<file path="src/rtl/argon_alu_seq.sv">
`default_nettype none
// ============================================================================
// Module   : argon_alu_seq
// Brief    : Handshaked Argon ALU. Single-cycle arithmetic/logic/shift ops,
//            plus iterative MUL/DIV/MOD when ARGON_ALU_MULDIV_EN is defined.
// Revision : 1.0 - initial release
// ============================================================================
module argon_alu_seq #(
    parameter int WIDTH = 16
) (
    input  logic             i_Clk,
    input  logic             i_Reset,
    input  logic             i_Valid,
    output logic             o_Ready,
    input  logic [4:0]       i_Op,
    input  logic [WIDTH-1:0] i_A,
    input  logic [WIDTH-1:0] i_B,
    input  logic             i_FlagLoad,
    input  logic [7:0]       i_FlagData,
    output logic             o_Valid,
    input  logic             i_Ready,
    output logic [WIDTH-1:0] o_Y,
    output logic [WIDTH-1:0] o_YHi,
    output logic [7:0]       o_Flags
);

    localparam int c_SHW  = $clog2(WIDTH);
    localparam int c_SHW1 = c_SHW + 1;
    localparam logic [c_SHW:0]    c_WIDTH_S = c_SHW1'(WIDTH);
    localparam logic [WIDTH-1:0]  c_ONE     = WIDTH'(1);

    localparam logic [4:0] c_OP_ADD  = 5'd0;
    localparam logic [4:0] c_OP_ADC  = 5'd1;
    localparam logic [4:0] c_OP_SBC  = 5'd2;
    localparam logic [4:0] c_OP_CMP  = 5'd3;
    localparam logic [4:0] c_OP_INC  = 5'd4;
    localparam logic [4:0] c_OP_DEC  = 5'd5;
    localparam logic [4:0] c_OP_NAND = 5'd6;
    localparam logic [4:0] c_OP_AND  = 5'd7;
    localparam logic [4:0] c_OP_OR   = 5'd8;
    localparam logic [4:0] c_OP_NOR  = 5'd9;
    localparam logic [4:0] c_OP_XOR  = 5'd10;
    localparam logic [4:0] c_OP_LSH  = 5'd11;
    localparam logic [4:0] c_OP_RSH  = 5'd12;
    localparam logic [4:0] c_OP_ROL  = 5'd13;
    localparam logic [4:0] c_OP_ROR  = 5'd14;

    localparam int c_F_CARRY   = 0;
    localparam int c_F_ZERO    = 1;
    localparam int c_F_EQUAL   = 2;
    localparam int c_F_GREATER = 3;
    localparam int c_F_LESS    = 4;
    localparam int c_F_ERROR   = 5;

`ifdef ARGON_ALU_MULDIV_EN
    localparam logic [4:0] c_OP_MUL = 5'd16;
    localparam logic [4:0] c_OP_DIV = 5'd17;
    localparam logic [4:0] c_OP_MOD = 5'd18;
    localparam int c_F_DIVZERO = 6;
    localparam logic [c_SHW-1:0] c_CNT_LAST = c_SHW'(WIDTH - 1);
    localparam logic [c_SHW-1:0] c_CNT_ONE  = c_SHW'(1);

    typedef enum logic [1:0] {
        S_IDLE = 2'd0,
        S_EXEC = 2'd1,
        S_DONE = 2'd2
    } state_t;
`else
    typedef enum logic [1:0] {
        S_IDLE = 2'd0,
        S_DONE = 2'd2
    } state_t;
`endif

    state_t             state_q, state_d;
    logic [WIDTH-1:0]   y_q, y_d;
    // Flag register serves as both rF and the o_Flags snapshot; loads happen
    // only in IDLE where no result is being presented.
    logic [7:0]         flags_q, flags_d;
    logic               w_accept;

    logic [c_SHW-1:0]   w_shamt;
    logic [c_SHW:0]     w_rinv;
    logic [WIDTH:0]     w_sum;
    logic [WIDTH-1:0]   w_res_y;
    logic [7:0]         w_res_fl;
    logic               w_keep;
    logic               w_zero_en;

`ifdef ARGON_ALU_MULDIV_EN
    logic [WIDTH-1:0]   yhi_q, yhi_d;
    logic [WIDTH-1:0]   whi_q, whi_d;
    logic [WIDTH-1:0]   wlo_q, wlo_d;
    logic [WIDTH-1:0]   opnd_q, opnd_d;
    logic [c_SHW-1:0]   cnt_q, cnt_d;
    logic               mul_q, mul_d;
    logic               mod_q, mod_d;
    logic [WIDTH-1:0]   w_res_yhi;
    logic               w_iter;
    logic [WIDTH:0]     w_madd;
    logic [WIDTH:0]     w_dtmp;
    logic               w_dge;
    logic [WIDTH-1:0]   w_dsub;
    logic [WIDTH-1:0]   w_nhi;
    logic [WIDTH-1:0]   w_nlo;
`endif

    assign o_Ready  = (state_q == S_IDLE) || ((state_q == S_DONE) && i_Ready);
    assign w_accept = i_Valid && o_Ready;
    assign o_Valid  = (state_q == S_DONE);
    assign o_Y      = y_q;
    assign o_Flags  = flags_q;
`ifdef ARGON_ALU_MULDIV_EN
    assign o_YHi    = yhi_q;
`else
    assign o_YHi    = '0;
`endif

    // Single-cycle result for the operation on the input port
    always_comb begin
        w_shamt   = i_B[c_SHW-1:0];
        w_rinv    = c_WIDTH_S - {1'b0, w_shamt};
        w_sum     = '0;
        w_res_y   = '0;
        w_res_fl  = '0;
        w_keep    = 1'b0;
        w_zero_en = 1'b1;
`ifdef ARGON_ALU_MULDIV_EN
        w_res_yhi = '0;
        w_iter    = 1'b0;
`endif
        case (i_Op)
            c_OP_ADD: begin
                w_sum                = {1'b0, i_A} + {1'b0, i_B};
                w_res_y              = w_sum[WIDTH-1:0];
                w_res_fl[c_F_CARRY]  = w_sum[WIDTH];
            end
            c_OP_ADC: begin
                w_sum                = {1'b0, i_A} + {1'b0, i_B} + {{WIDTH{1'b0}}, flags_q[c_F_CARRY]};
                w_res_y              = w_sum[WIDTH-1:0];
                w_res_fl[c_F_CARRY]  = w_sum[WIDTH];
            end
            c_OP_SBC: begin
                w_sum                = {1'b0, i_A} + {1'b0, ~i_B} + {{WIDTH{1'b0}}, flags_q[c_F_CARRY]};
                w_res_y              = w_sum[WIDTH-1:0];
                w_res_fl[c_F_CARRY]  = w_sum[WIDTH];
            end
            c_OP_CMP: begin
                w_keep                = 1'b1;
                w_zero_en             = 1'b0;
                w_res_fl[c_F_ZERO]    = (i_A == i_B);
                w_res_fl[c_F_EQUAL]   = (i_A == i_B);
                w_res_fl[c_F_GREATER] = (i_A > i_B);
                w_res_fl[c_F_LESS]    = (i_A < i_B);
            end
            c_OP_INC:  w_res_y = i_A + c_ONE;
            c_OP_DEC:  w_res_y = i_A - c_ONE;
            c_OP_NAND: w_res_y = ~(i_A & i_B);
            c_OP_AND:  w_res_y = i_A & i_B;
            c_OP_OR:   w_res_y = i_A | i_B;
            c_OP_NOR:  w_res_y = ~(i_A | i_B);
            c_OP_XOR:  w_res_y = i_A ^ i_B;
            c_OP_LSH:  w_res_y = i_A << w_shamt;
            c_OP_RSH:  w_res_y = i_A >> w_shamt;
            // A shift by WIDTH yields zero, so a rotate by 0 returns A
            c_OP_ROL:  w_res_y = (i_A << w_shamt) | (i_A >> w_rinv);
            c_OP_ROR:  w_res_y = (i_A >> w_shamt) | (i_A << w_rinv);
`ifdef ARGON_ALU_MULDIV_EN
            c_OP_MUL:  w_iter = 1'b1;
            c_OP_DIV, c_OP_MOD: begin
                if (i_B == '0) begin
                    w_res_y               = (i_Op == c_OP_DIV) ? '1 : i_A;
                    w_res_yhi             = i_A;
                    w_res_fl[c_F_ERROR]   = 1'b1;
                    w_res_fl[c_F_DIVZERO] = 1'b1;
                    w_zero_en             = 1'b0;
                end else begin
                    w_iter = 1'b1;
                end
            end
`endif
            default: begin
                w_res_fl[c_F_ERROR] = 1'b1;
                w_zero_en           = 1'b0;
            end
        endcase
        if (w_zero_en) begin
            w_res_fl[c_F_ZERO] = (w_res_y == '0);
        end
    end

`ifdef ARGON_ALU_MULDIV_EN
    // One shift-add (MUL) or restoring-divide step per EXEC cycle
    always_comb begin
        w_madd = {1'b0, whi_q} + (wlo_q[0] ? {1'b0, opnd_q} : '0);
        w_dtmp = {whi_q, wlo_q[WIDTH-1]};
        w_dge  = (w_dtmp >= {1'b0, opnd_q});
        w_dsub = w_dtmp[WIDTH-1:0] - opnd_q;
        if (mul_q) begin
            w_nhi = w_madd[WIDTH:1];
            w_nlo = {w_madd[0], wlo_q[WIDTH-1:1]};
        end else begin
            w_nhi = w_dge ? w_dsub : w_dtmp[WIDTH-1:0];
            w_nlo = {wlo_q[WIDTH-2:0], w_dge};
        end
    end
`endif

    always_comb begin
        state_d = state_q;
        y_d     = y_q;
        flags_d = flags_q;
`ifdef ARGON_ALU_MULDIV_EN
        yhi_d   = yhi_q;
        whi_d   = whi_q;
        wlo_d   = wlo_q;
        opnd_d  = opnd_q;
        cnt_d   = cnt_q;
        mul_d   = mul_q;
        mod_d   = mod_q;
`endif
        case (state_q)
            S_DONE: begin
                if (i_Ready) begin
                    state_d = S_IDLE;
                end
            end
`ifdef ARGON_ALU_MULDIV_EN
            S_EXEC: begin
                whi_d = w_nhi;
                wlo_d = w_nlo;
                cnt_d = cnt_q + c_CNT_ONE;
                if (cnt_q == c_CNT_LAST) begin
                    state_d = S_DONE;
                    yhi_d   = w_nhi;
                    flags_d = '0;
                    if (mul_q) begin
                        y_d                = w_nlo;
                        flags_d[c_F_CARRY] = (w_nhi != '0);
                        flags_d[c_F_ZERO]  = (w_nlo == '0);
                    end else if (mod_q) begin
                        y_d                = w_nhi;
                        flags_d[c_F_ZERO]  = (w_nhi == '0);
                    end else begin
                        y_d                = w_nlo;
                        flags_d[c_F_ZERO]  = (w_nlo == '0);
                    end
                end
            end
`endif
            default: ;
        endcase

        // Accept in DONE overrides the retire-to-IDLE transition above
        if (w_accept) begin
`ifdef ARGON_ALU_MULDIV_EN
            if (w_iter) begin
                state_d = S_EXEC;
                cnt_d   = '0;
                mul_d   = (i_Op == c_OP_MUL);
                mod_d   = (i_Op == c_OP_MOD);
                whi_d   = '0;
                wlo_d   = (i_Op == c_OP_MUL) ? i_B : i_A;
                opnd_d  = (i_Op == c_OP_MUL) ? i_A : i_B;
            end else
`endif
            begin
                state_d = S_DONE;
                flags_d = w_res_fl;
                if (!w_keep) begin
                    y_d   = w_res_y;
`ifdef ARGON_ALU_MULDIV_EN
                    yhi_d = w_res_yhi;
`endif
                end
            end
        end else if (i_FlagLoad && (state_q == S_IDLE)) begin
            flags_d = i_FlagData;
        end
    end

    always_ff @(posedge i_Clk) begin
        if (i_Reset) begin
            state_q <= S_IDLE;
            y_q     <= '0;
            flags_q <= '0;
`ifdef ARGON_ALU_MULDIV_EN
            yhi_q   <= '0;
            whi_q   <= '0;
            wlo_q   <= '0;
            opnd_q  <= '0;
            cnt_q   <= '0;
            mul_q   <= 1'b0;
            mod_q   <= 1'b0;
`endif
        end else begin
            state_q <= state_d;
            y_q     <= y_d;
            flags_q <= flags_d;
`ifdef ARGON_ALU_MULDIV_EN
            yhi_q   <= yhi_d;
            whi_q   <= whi_d;
            wlo_q   <= wlo_d;
            opnd_q  <= opnd_d;
            cnt_q   <= cnt_d;
            mul_q   <= mul_d;
            mod_q   <= mod_d;
`endif
        end
    end

endmodule
`default_nettype wire

</file>
<file path="config.mk">
export PLATFORM = sky130hd
export DESIGN_NAME = argon_alu_seq
export DESIGN_NICKNAME = d
export VERILOG_FILES = /design/src/rtl/argon_alu_seq.sv
export SDC_FILE = /design/constraint.sdc
export NUM_CORES = 1
export LEC_CHECK = 0
export CAP_MARGIN = 20
export CORE_ASPECT_RATIO = 0.5
export CORE_MARGIN = 5
export CORE_UTILIZATION = 60
export DETAILED_ROUTE_END_ITERATION = 8
export PLACE_DENSITY_LB_ADDON = 0.12
export SLEW_MARGIN = 5
export SYNTH_ARGS = -nofsm -noshare
export SYNTH_HDL_FRONTEND = slang
export SYNTH_SLANG_ARGS = --single-unit
</file>
<file path="constraint.sdc">
create_clock -name i_Clk -period 6.1 [get_ports i_Clk]
set_input_delay 1.22 -clock i_Clk [delete_from_list [all_inputs] [get_ports i_Clk]]
set_output_delay 1.22 -clock i_Clk [all_outputs]
set_load 0.02 [all_outputs]
</file>
# Word level (Yosys, flattened, before mapping)

Cells that the tools add are included.

Register bits: 25
Input bits: 50

Bitwise operators: 9
$lt $le $gt $ge: 2
Equality and inequality tests: 15
Shifts and indexed selects: 4
$add $sub $neg: 7
Multiplexer cells: 12
Reduce and logical (&&, ||, !) cells: 15

Operator list:

| cell                  | number |
|---|---|
| $pmux 16 s14          | 1 |
| $not 16->16           | 3 |
| $or 16x16->16         | 3 |
| $eq 5x4->1 const B    | 7 |
| $add 16x16->17        | 2 |
| $add 17x1->17         | 2 |
| $eq 5x3->1 const B    | 4 |
| $add 16x1->16 const B | 1 |
| $and 16x16->16        | 1 |
| $eq 16x16->1          | 1 |
| $gt 16x16->1          | 1 |
| $logic_not 16->1      | 1 |
| $lt 16x16->1          | 1 |
| $shl 16x4->16         | 1 |
| $shl 16x5->16         | 1 |
| $shr 16x4->16         | 1 |
| $shr 16x5->16         | 1 |
| $sub 16x1->16 const B | 1 |
| $xor 16x16->16        | 1 |
| $reduce_or 15->1      | 1 |
| $reduce_or 14->1      | 1 |
| $mux 6                | 2 |
| $eq 5x2->1 const B    | 2 |
| $mux 2                | 3 |
| 13 further kinds      | 21 |

# Depth between registers and ports, before layout

Gate-level depths: netlist of run 1.

Word-level depth: 7
Gate-level depth with buffers: 18
Depth with buffers taken out: 14

# Least setup slack after synthesis of run 1

OpenSTA, ideal clock, no wires.

Path type: input -> register
From: input i_Op[2]
To: register flags_q[1], in the netlist o_Flags[1]
Setup slack: 0.553 ns
Arrival: 5.451 ns
Library setup time: 0.096 ns
Stages: 15
Path through: clkbuf_1 nor3b_1 nand2b_1 nor2_1 ha_1 and3_1 a221o_1 o41a_1 a311o_1 nor2_1 a21oi_1 xnor2_1 a22oi_1 o211ai_2 o41ai_2

Cells in the longest elaborated chain, start to end: 5
Elaborated cells between the ends (all ways): 22

Ends and longest elaborated chain:

| element                                                 | RTL line | RTL |
|---|---|---|
| from (decl)                                             | 15       | `input logic [4:0] i_Op,` |
| $eq 5x4->1, or another cell as far along                | 132      | `case (i_Op)` |
| $pmux 16 s14 / $reduce_or 14->1 (equally long branches) | n/a      |  |
| $logic_not 16->1 / $mux 1 (equally long branches)       | 188, 132 |  |
| $mux 1 (*)                                              | 187      | `if (w_zero_en) begin` |
| $mux 6 (*)                                              | 255      | `if (w_accept) begin` |
| to (signal assigned)                                    | 299      | `flags_q <= flags_d;` |
| to (decl)                                               | 79       | `logic [7:0] flags_q, flags_d;` |

Every way passes the cells marked *; elsewhere a longest branch is shown, timed or not.
A chain may end at the register's enable or synchronous reset.

# Worst setup path in the final report of run 1

From: input i_A[0]
To: register flags_q[1], in the netlist o_Flags[1]

Cells in the longest elaborated chain, start to end: 6
Elaborated cells between the ends (all ways): 23

Ends and longest elaborated chain:

| element                                      | RTL line | RTL |
|---|---|---|
| from (decl)                                  | 16       | `input logic [WIDTH-1:0] i_A,` |
| $add 16x16->17, or another cell as far along | 144      | `w_sum = {1'b0, i_A} + {1'b0, ~i_B} + {{WIDTH{1'b0}}, flags_q[c_F_CARRY]};` |
| $add 17x1->17, or another cell as far along  | 144      |  |
| $pmux 16 s14                                 | 132      |  |
| $logic_not 16->1                             | 188      | `w_res_fl[c_F_ZERO] = (w_res_y == '0);` |
| $mux 1 (*)                                   | 187      |  |
| $mux 6 (*)                                   | 255      |  |

Marks and branches as above.

==> qor.txt, run 1 <==
Core Util, Final -> 69.4%
Clk pin slew, worst setup/hold paths -> 0.07 ns
Post-Route WL -> 37900 µm
Hold slack -> 0.476 ns
Synthesized area -> 8600 µm²
Rel. slew slack -> 22.7%
Worst EP arrival -> 5.51 ns
Main area contributors after synthesis -> ha_1 10%, mux4_2 9.7%, dfxtp_1 5.8%
Setup repair after global routing missed its margin -> false
Setup TNS -> 0 ns
Final nets -> 1319
Async S/R FF share, synth -> 0%
Core Area -> 13800 µm²
Sequential power share -> 15.3%
Synth Area per Inst -> 7.45 µm²
Clock root buffer -> clkbuf_16
Setup-failing EPs final -> 0
Synth area leader -> ha_1
Sequential area share after synthesis -> 5.82%
Path category of the worst min-delay check -> reg -> reg
Initial antenna violation count -> 2
Synth-to-Final Area Change -> 11.4%
Number of remaining DRC errors -> 0
H-tree Lvls -> 1
Ports -> 92
TritonRoute pass-1 iters -> 8
Yosys Warn Count -> 0
Yosys top cell area share -> 10.2%
CTS tree -> built
Sw frac -> 50.6%
Wire length per cell -> 27.3 µm
Worst setup EP type -> flop
Worst R2R Path Depth -> 15
CTS Buf Count -> 3
Worst skew pair latency -> 0.26 ns
Post-DP HPWL -> 28800 µm
TritonCTS Sinks -> 25
GRT overflow -> 0
CP cell instances -> clkdlybuf4s50_1, ha_1, fa_1, a211o_4, a21oi_2, o211a_1, o21ai_0, a211oi_1, a21oi_1, a221oi_1, o21ai_0, a211o_1, o41ai_2
Final Skew -> 0.00339 ns
Final-report max-slew violation count -> 0
Share of layout cells above drive strength 1 -> 11.6%
Via count -> 10300
Initial core utilization -> 62.3%
Crit-path most repeated cell -> o21ai_0
Crit path max-delay cell type -> a221oi_1
Biggest cell delay along the critical path -> 0.77 ns
Family with the most delay on the worst path -> compound AO/OA/AOI/OAI gates
GRT Total Usage -> 43.1%
IO buf count -> 75
Overall Power -> 1190 µW
Crit path required time -> 6.27 ns
Switching power -> 603 µW
Total placed cells including tap cells -> 1382
Worst Path Max Fanout -> 5
DRT iter0 DRCs -> 1570
Vias per inst -> 7.40
Buffers & Inverters on Critical Path -> 1
Leak -> 0.00380 µW
Ys flop type -> dfxtp_1
Tcrit/Tclk final -> 87.5%
Worst slew pin tran -> 1.15 ns
Crit Path Class -> in -> reg
Status -> finished, final reports clean
Fillers -> 1207
Fin cells -> 1387
Peak Freq -> 187 MHz
Chip width -> 179 µm
Final min period -> 5.34 ns
Cell variety after synth -> 97
RD Place Congestion -> 1.13
P_int -> 589 µW
Largest net degree at the start of global routing -> 63
Antenna viol nets, final -> 0
Comb pwr share -> 72.3%
Vias in the first global route -> 9209
Cells after Synth -> 1155
Worst Setup Start Kind -> primary input
PD cells -> 124 nW/µm²
Max cap viols -> 0
Clock power share -> 12.5%
CTS max path bufs -> 2
Synth Register Bits -> 25
Number of flops mapped to enable cells by yosys -> 0
# resized after CTS -> 0
Stages on the worst setup path -> 13
Max rail drop VDD -> 0.000106 V
Post-synth top cells -> 103 x nor2_1, 81 x nand2_1, 74 x a21oi_1
Num rows -> 30
Setup Buffers After CTS -> 0
First-pass GRT wire length -> 55900 µm
Count leader, synth -> nor2_1
Die height -> 94.7 µm
WHS Path Cells -> 2
Cts hold-fix bufs -> 0
Hold Vio Cnt, Final -> 0
Die ar. -> 17000 µm²
## stage by stage
step           cell area, µm²  setup slack (ns)
2_1_floorplan            8660             0.553
3_3_place_gp             9490             0.807
3_5_place_dp             9500             0.707
4_1_cts                  9580             0.981
5_1_grt                  9580             0.443
6_report                 9580             0.760
## layer usage
metal | vias to the layer above | track usage (%) | part of all wire [%]
met4 | 2 | 13.8 | 4.5
met1 | 4813 | 59.0 | 39
li1 | 4406 | - | -
met5 | - | 0 | 0.024
met3 | 176 | 16.9 | 17
met2 | 865 | 62.2 | 39
## cell families (layout without fill, tap and decap cells)
logic type	after synthesis	after routing	share of synthesized area, %
AOI/OAI and AO/OA	337	337	28.1
other	1	17	0.0436
and+or+nand+nor	411	411	24.7
adders and majority gates	74	74	11.1
xor gates and xnor gates	49	49	5.07
DFF	25	25	5.82
buffers and inverters	162	186	8.46
muxes	96	96	16.7
## cell type report
cell class	instances	area [µm²]	area share [%]
antenna	1	2.50	0.0261
clock buffer	3	75.1	0.783
clock inverter	1	7.51	0.0783
inverter	61	229	2.39
multi-input combinational	983	7440	77.7
sequential	25	500	5.22
tap	192	240	2.51
timing repair buffer	121	1080	11.3
## worst paths after layout
kind / from / slack, ns / to
setup / recovery: i_A[0] / 0.76 / o_Flags[1]$_SDFFE_PP0P_
hold reg to reg: o_Y[4]$_SDFFE_PP0P_ / 0.48 / o_Y[4]$_SDFFE_PP0P_
setup reg to reg: o_Flags[0]$_SDFFE_PP0P_ / 2.26 / o_Flags[1]$_SDFFE_PP0P_
hold / removal: o_Y[4]$_SDFFE_PP0P_ / 0.48 / o_Y[4]$_SDFFE_PP0P_
## registers in the layout, indices dropped and copies added, names as in the netlist
register and count:
o_Y 16, o_Flags 8, state_q 1
## worst min-delay path, delay by kind of cell (launching register included)
family	cells	cell delay, ns
AND/OR/NAND/NOR	1	0.06
flip-flops	1	0.32
AO/OA/AOI/OAI	1	0.05
## cells in the final DEF (no fill, tap or decap), types with 6 or more instances in the layout
cell             instances
nand4_1                 17
ha_1                    70
nor2_1                 103
o21bai_1                 7
mux2_2                  11
a211o_1                  9
a211oi_1                24
a21oi_1                 74
o221ai_1                 6
inv_1                   56
xnor2_1                 35
o31ai_1                 10
nor4_1                  19
nor3_1                  46
mux4_2                  37
a21o_1                  11
xor2_1                  13
a31oi_1                  8
clkdlybuf4s50_1         72
nand2_1                 81
buf_4                   45
or3_1                    6
dfxtp_1                 25
nor2b_1                 15
a311o_1                  6
conb_1                  16
o22ai_1                 14
mux2i_1                 48
a221oi_1                 6
o21ai_0                 49
and3_1                   7
nand3_1                 32
a22oi_1                 10
o211ai_1                19
nand2b_1                33
and2_1                   7
nor3b_1                  7
o21a_1                   6
## power groups by stage
stage                     clock network [µW]  registers, µW  logic, µW
after floorplan                            0            197        550
after global placement                     0            184        801
after detailed placement                   0            185        815
after CTS                                147            182        820
after global routing                     154            183        903
final                                    149            182        862
(Power assumes the default switching activity.)
==> inputs of run 2 (changes only) <==
--- a/config.mk
+++ b/config.mk
@@ -8,9 +8,10 @@
 export CAP_MARGIN = 20
 export CORE_ASPECT_RATIO = 0.5
 export CORE_MARGIN = 5
-export CORE_UTILIZATION = 60
+export CORE_UTILIZATION = 39
 export DETAILED_ROUTE_END_ITERATION = 8
 export PLACE_DENSITY_LB_ADDON = 0.12
+export SETUP_SLACK_MARGIN = 0.15
 export SLEW_MARGIN = 5
 export SYNTH_ARGS = -nofsm -noshare
 export SYNTH_HDL_FRONTEND = slang
==> run 2 against run 1 <==
  * Utilization shrank 24 points
  * Highest routed layer unchanged
  * Fmax down 4.7%
  * First-iteration DRC count shrank 31%
  * Critical endpoint unchanged
  * Sequential share of layout area decreased by 0.12 points
  * Largest cell class unchanged
  * Die area grew 49%
==> qor.txt, run 2 (synthesized netlist as in run 1, its figures left out) <==
DRT iter0 DRCs -> 1084 (-31%)
Number of remaining DRC errors -> 0 (unchanged)
Cts hold-fix bufs -> 0 (unchanged)
Wire length per cell -> 28.7 µm (+5.3%)
First-pass GRT wire length -> 63400 µm (+13%)
Crit Path Class -> in -> reg
Most frequent cells in the layout -> 103 x nor2_1, 81 x nand2_1, 74 x a21oi_1, 72 x clkdlybuf4s50_1, 70 x ha_1
Fillers -> 2274 (+88%)
TritonCTS Sinks -> 25 (unchanged)
Post-Route WL -> 43400 µm (+15%)
CTS max path bufs -> 2 (unchanged)
Max rail drop VDD -> 0.0000898 V (-16%)
Die height -> 115 µm (+21%)
Max FFs per register -> 16 (unchanged)
Post-DP HPWL -> 33800 µm (+17%)
Worst EP arrival -> 5.77 ns (+0.26 ns)
Tcrit/Tclk final -> 91.8% (+4.3 points)
Max Used Layer -> met5
Biggest cell delay along the critical path -> 0.87 ns (+0.10 ns)
RD Place Congestion -> 1.01 (-11%)
DP Area -> 9720 µm² (+2.4%)
# resized after CTS -> 0 (unchanged)
Family with the most delay on the worst path -> compound AO/OA/AOI/OAI gates
Buffers & Inverters on Critical Path -> 1 (unchanged)
Largest net degree at the start of global routing -> 60 (-4.8%)
Setup Buffers After CTS -> 0 (unchanged)
Met2 WL post-DR -> 17100 µm (+16%)
Met3 wire length -> 5360 µm (-19%)
Wire length on met1 -> 19500 µm (+32%)
Vias in the first global route -> 9437 (+2.5%)
Antenna viol nets, final -> 0 (unchanged)
Setup TNS -> 0 ns (unchanged)
Initial core utilization -> 39.7% (-23 points)
Clk pin slew, worst setup/hold paths -> 0.07 ns (about the same)
Crit path max-delay cell type -> a221oi_1
Reg area -> 500 µm² (unchanged)
Final-report max-slew violation count -> 0 (unchanged)
Via count -> 9894 (-3.6%)
Worst skew pair latency -> 0.26 ns (about the same)
Clock root buffer -> clkbuf_16
Setup repair after global routing missed its margin -> false
Final min period -> 5.60 ns (+0.262 ns)
Worst setup EP type -> flop
Commonest non-fill, non-tap cell in the layout -> nor2_1
Worst Setup Start Kind -> primary input
CTS Buf Count -> 3 (unchanged)
Final Skew -> 0.0107 ns (+0.00733 ns)
Vias per inst -> 6.56 (-11%)
Critical path origin -> i_A[0]
Leak -> 0.00386 µW (+1.6%)
H-tree Lvls -> 1 (unchanged)
CP cell instances -> clkdlybuf4s50_1, ha_1, fa_1, a211o_4, a21oi_2, o211a_1, o21ai_0, a211oi_1, a21oi_1, a221oi_1, o21ai_0, a211o_1, o41ai_2
Hold Vio Cnt, Final -> 0 (unchanged)
Core Area -> 21700 µm² (+57%)
Post-route cell area -> 9810 µm² (+2.3%)
GRT Total Usage -> 33.4% (-9.7 points)
Setup-failing EPs final -> 0 (unchanged)
Rel. slew slack -> 32.1% (+9.4 points)
Chip width -> 220 µm (+23%)
Path category of the worst min-delay check -> reg -> reg
Crit-path most repeated cell -> o21ai_0
PD cells -> 123 nW/µm² (-1.0%)
Die ar. -> 25300 µm² (+49%)
Share of layout cells above drive strength 1 -> 12.5% (+0.87 points)
FF-to-FF Start -> o_Flags[0]$_SDFFE_PP0P_
Max cap viols -> 0 (unchanged)
Final nets -> 1332 (+0.99%)
Num rows -> 38 (+27%)
Worst slew pin tran -> 1.01 ns (-0.140 ns)
Ports -> 92 (unchanged)
CTS tree -> built
Synth-to-Final Area Change -> 14.0%
Worst Path Max Fanout -> 5 (unchanged)
Hold wc startpoint -> o_Y[4]$_SDFFE_PP0P_
TritonRoute pass-1 iters -> 5 (-3)
Status -> finished, final reports clean
Initial antenna violation count -> 2 (unchanged)
Crit path required time -> 6.27 ns (about the same)
GRT overflow -> 0 (unchanged)
IO buf count -> 75 (unchanged)
Multi-input logic area -> 7440 µm² (unchanged)
Peak Freq -> 179 MHz (-4.7%)
[run 2: changes by cell type in the layout (fill, tap and decap cells not counted)]
cell        before  now
buf_1            0    1
clkinvlp_4       1    0
buf_6            1    0
buf_4           45   58
clkinv_2         0    1
[run 2: where the power goes]
group / leakage [µW] / total [µW] / switching, µW / internal, µW
Combinational: 0.00361 / 881 / 551 / 330
Clock: 0.0000409 / 145 / 56.8 / 88.3
Sequential: 0.000206 / 181 / 6.50 / 175
Total: 0.00386 / 1210 / 614 / 593
[run 2: through the flow]
| step | cells | hold slack (ns) | total power (µW) | utilization (%) | setup slack [ns] |
|---|---|---|---|---|---|
| 2_1_floorplan | 1170 | 0.535 | 747 | - | 0.553 |
| 3_3_place_gp | 1502 | 0.455 | 1040 | 44.8 | 0.377 |
| 3_5_place_dp | 1503 | 0.455 | 1040 | 44.8 | 0.378 |
| 4_1_cts | 1507 | 0.464 | 1190 | 45.2 | 0.646 |
| 5_1_grt | 1507 | 0.493 | 1270 | 45.2 | 0.377 |
| 6_report | 1508 | 0.464 | 1210 | 45.2 | 0.498 |
[run 2: layer usage]
layer | vias to the layer above | track usage (%)
li1 | 4442 | -
met1 | 4836 | 48.8
met2 | 527 | 47.5
met3 | 87 | 10.2
met4 | 2 | 9.10
met5 | - | 0
[run 2: final timing paths]
| kind | depth (start not counted) | slack, ns | to |
|---|---|---|---|
| setup / recovery | 13 | 0.50 | o_Flags[1]$_SDFFE_PP0P_ |
| hold / removal | 2 | 0.46 | o_Y[4]$_SDFFE_PP0P_ |
| setup reg to reg | 14 | 2.23 | o_Flags[1]$_SDFFE_PP0P_ |
| hold reg to reg | 2 | 0.46 | o_Y[4]$_SDFFE_PP0P_ |
[run 2: tightest hold or removal path, delay by kind of cell, from the launching register on]
kind / cells / cell delay [ns]
flops: 1 / 0.32
simple gates: 1 / 0.05
compound gates: 1 / 0.05
[run 2: area by class of cell]
type,instances,area share (%)
Antenna cell,1,0.0255
Sequential cell,25,5.10
Multi-Input combinational cell,983,75.9
Clock inverter,1,0.0510
Timing Repair Buffer,134,12.0
Clock buffer,3,0.766
Inverter,61,2.34
Tap cell,300,3.83
==> inputs of run 3 (changes only) <==
--- a/config.mk
+++ b/config.mk
@@ -12,7 +12,7 @@
 export DETAILED_ROUTE_END_ITERATION = 8
 export PLACE_DENSITY_LB_ADDON = 0.12
 export SETUP_SLACK_MARGIN = 0.15
-export SLEW_MARGIN = 5
+export SLEW_MARGIN = 0
 export SYNTH_ARGS = -nofsm -noshare
 export SYNTH_HDL_FRONTEND = slang
 export SYNTH_SLANG_ARGS = --single-unit
==> results of run 3 <==
The final DEF is identical to that of run 2; final timing and power are the same.
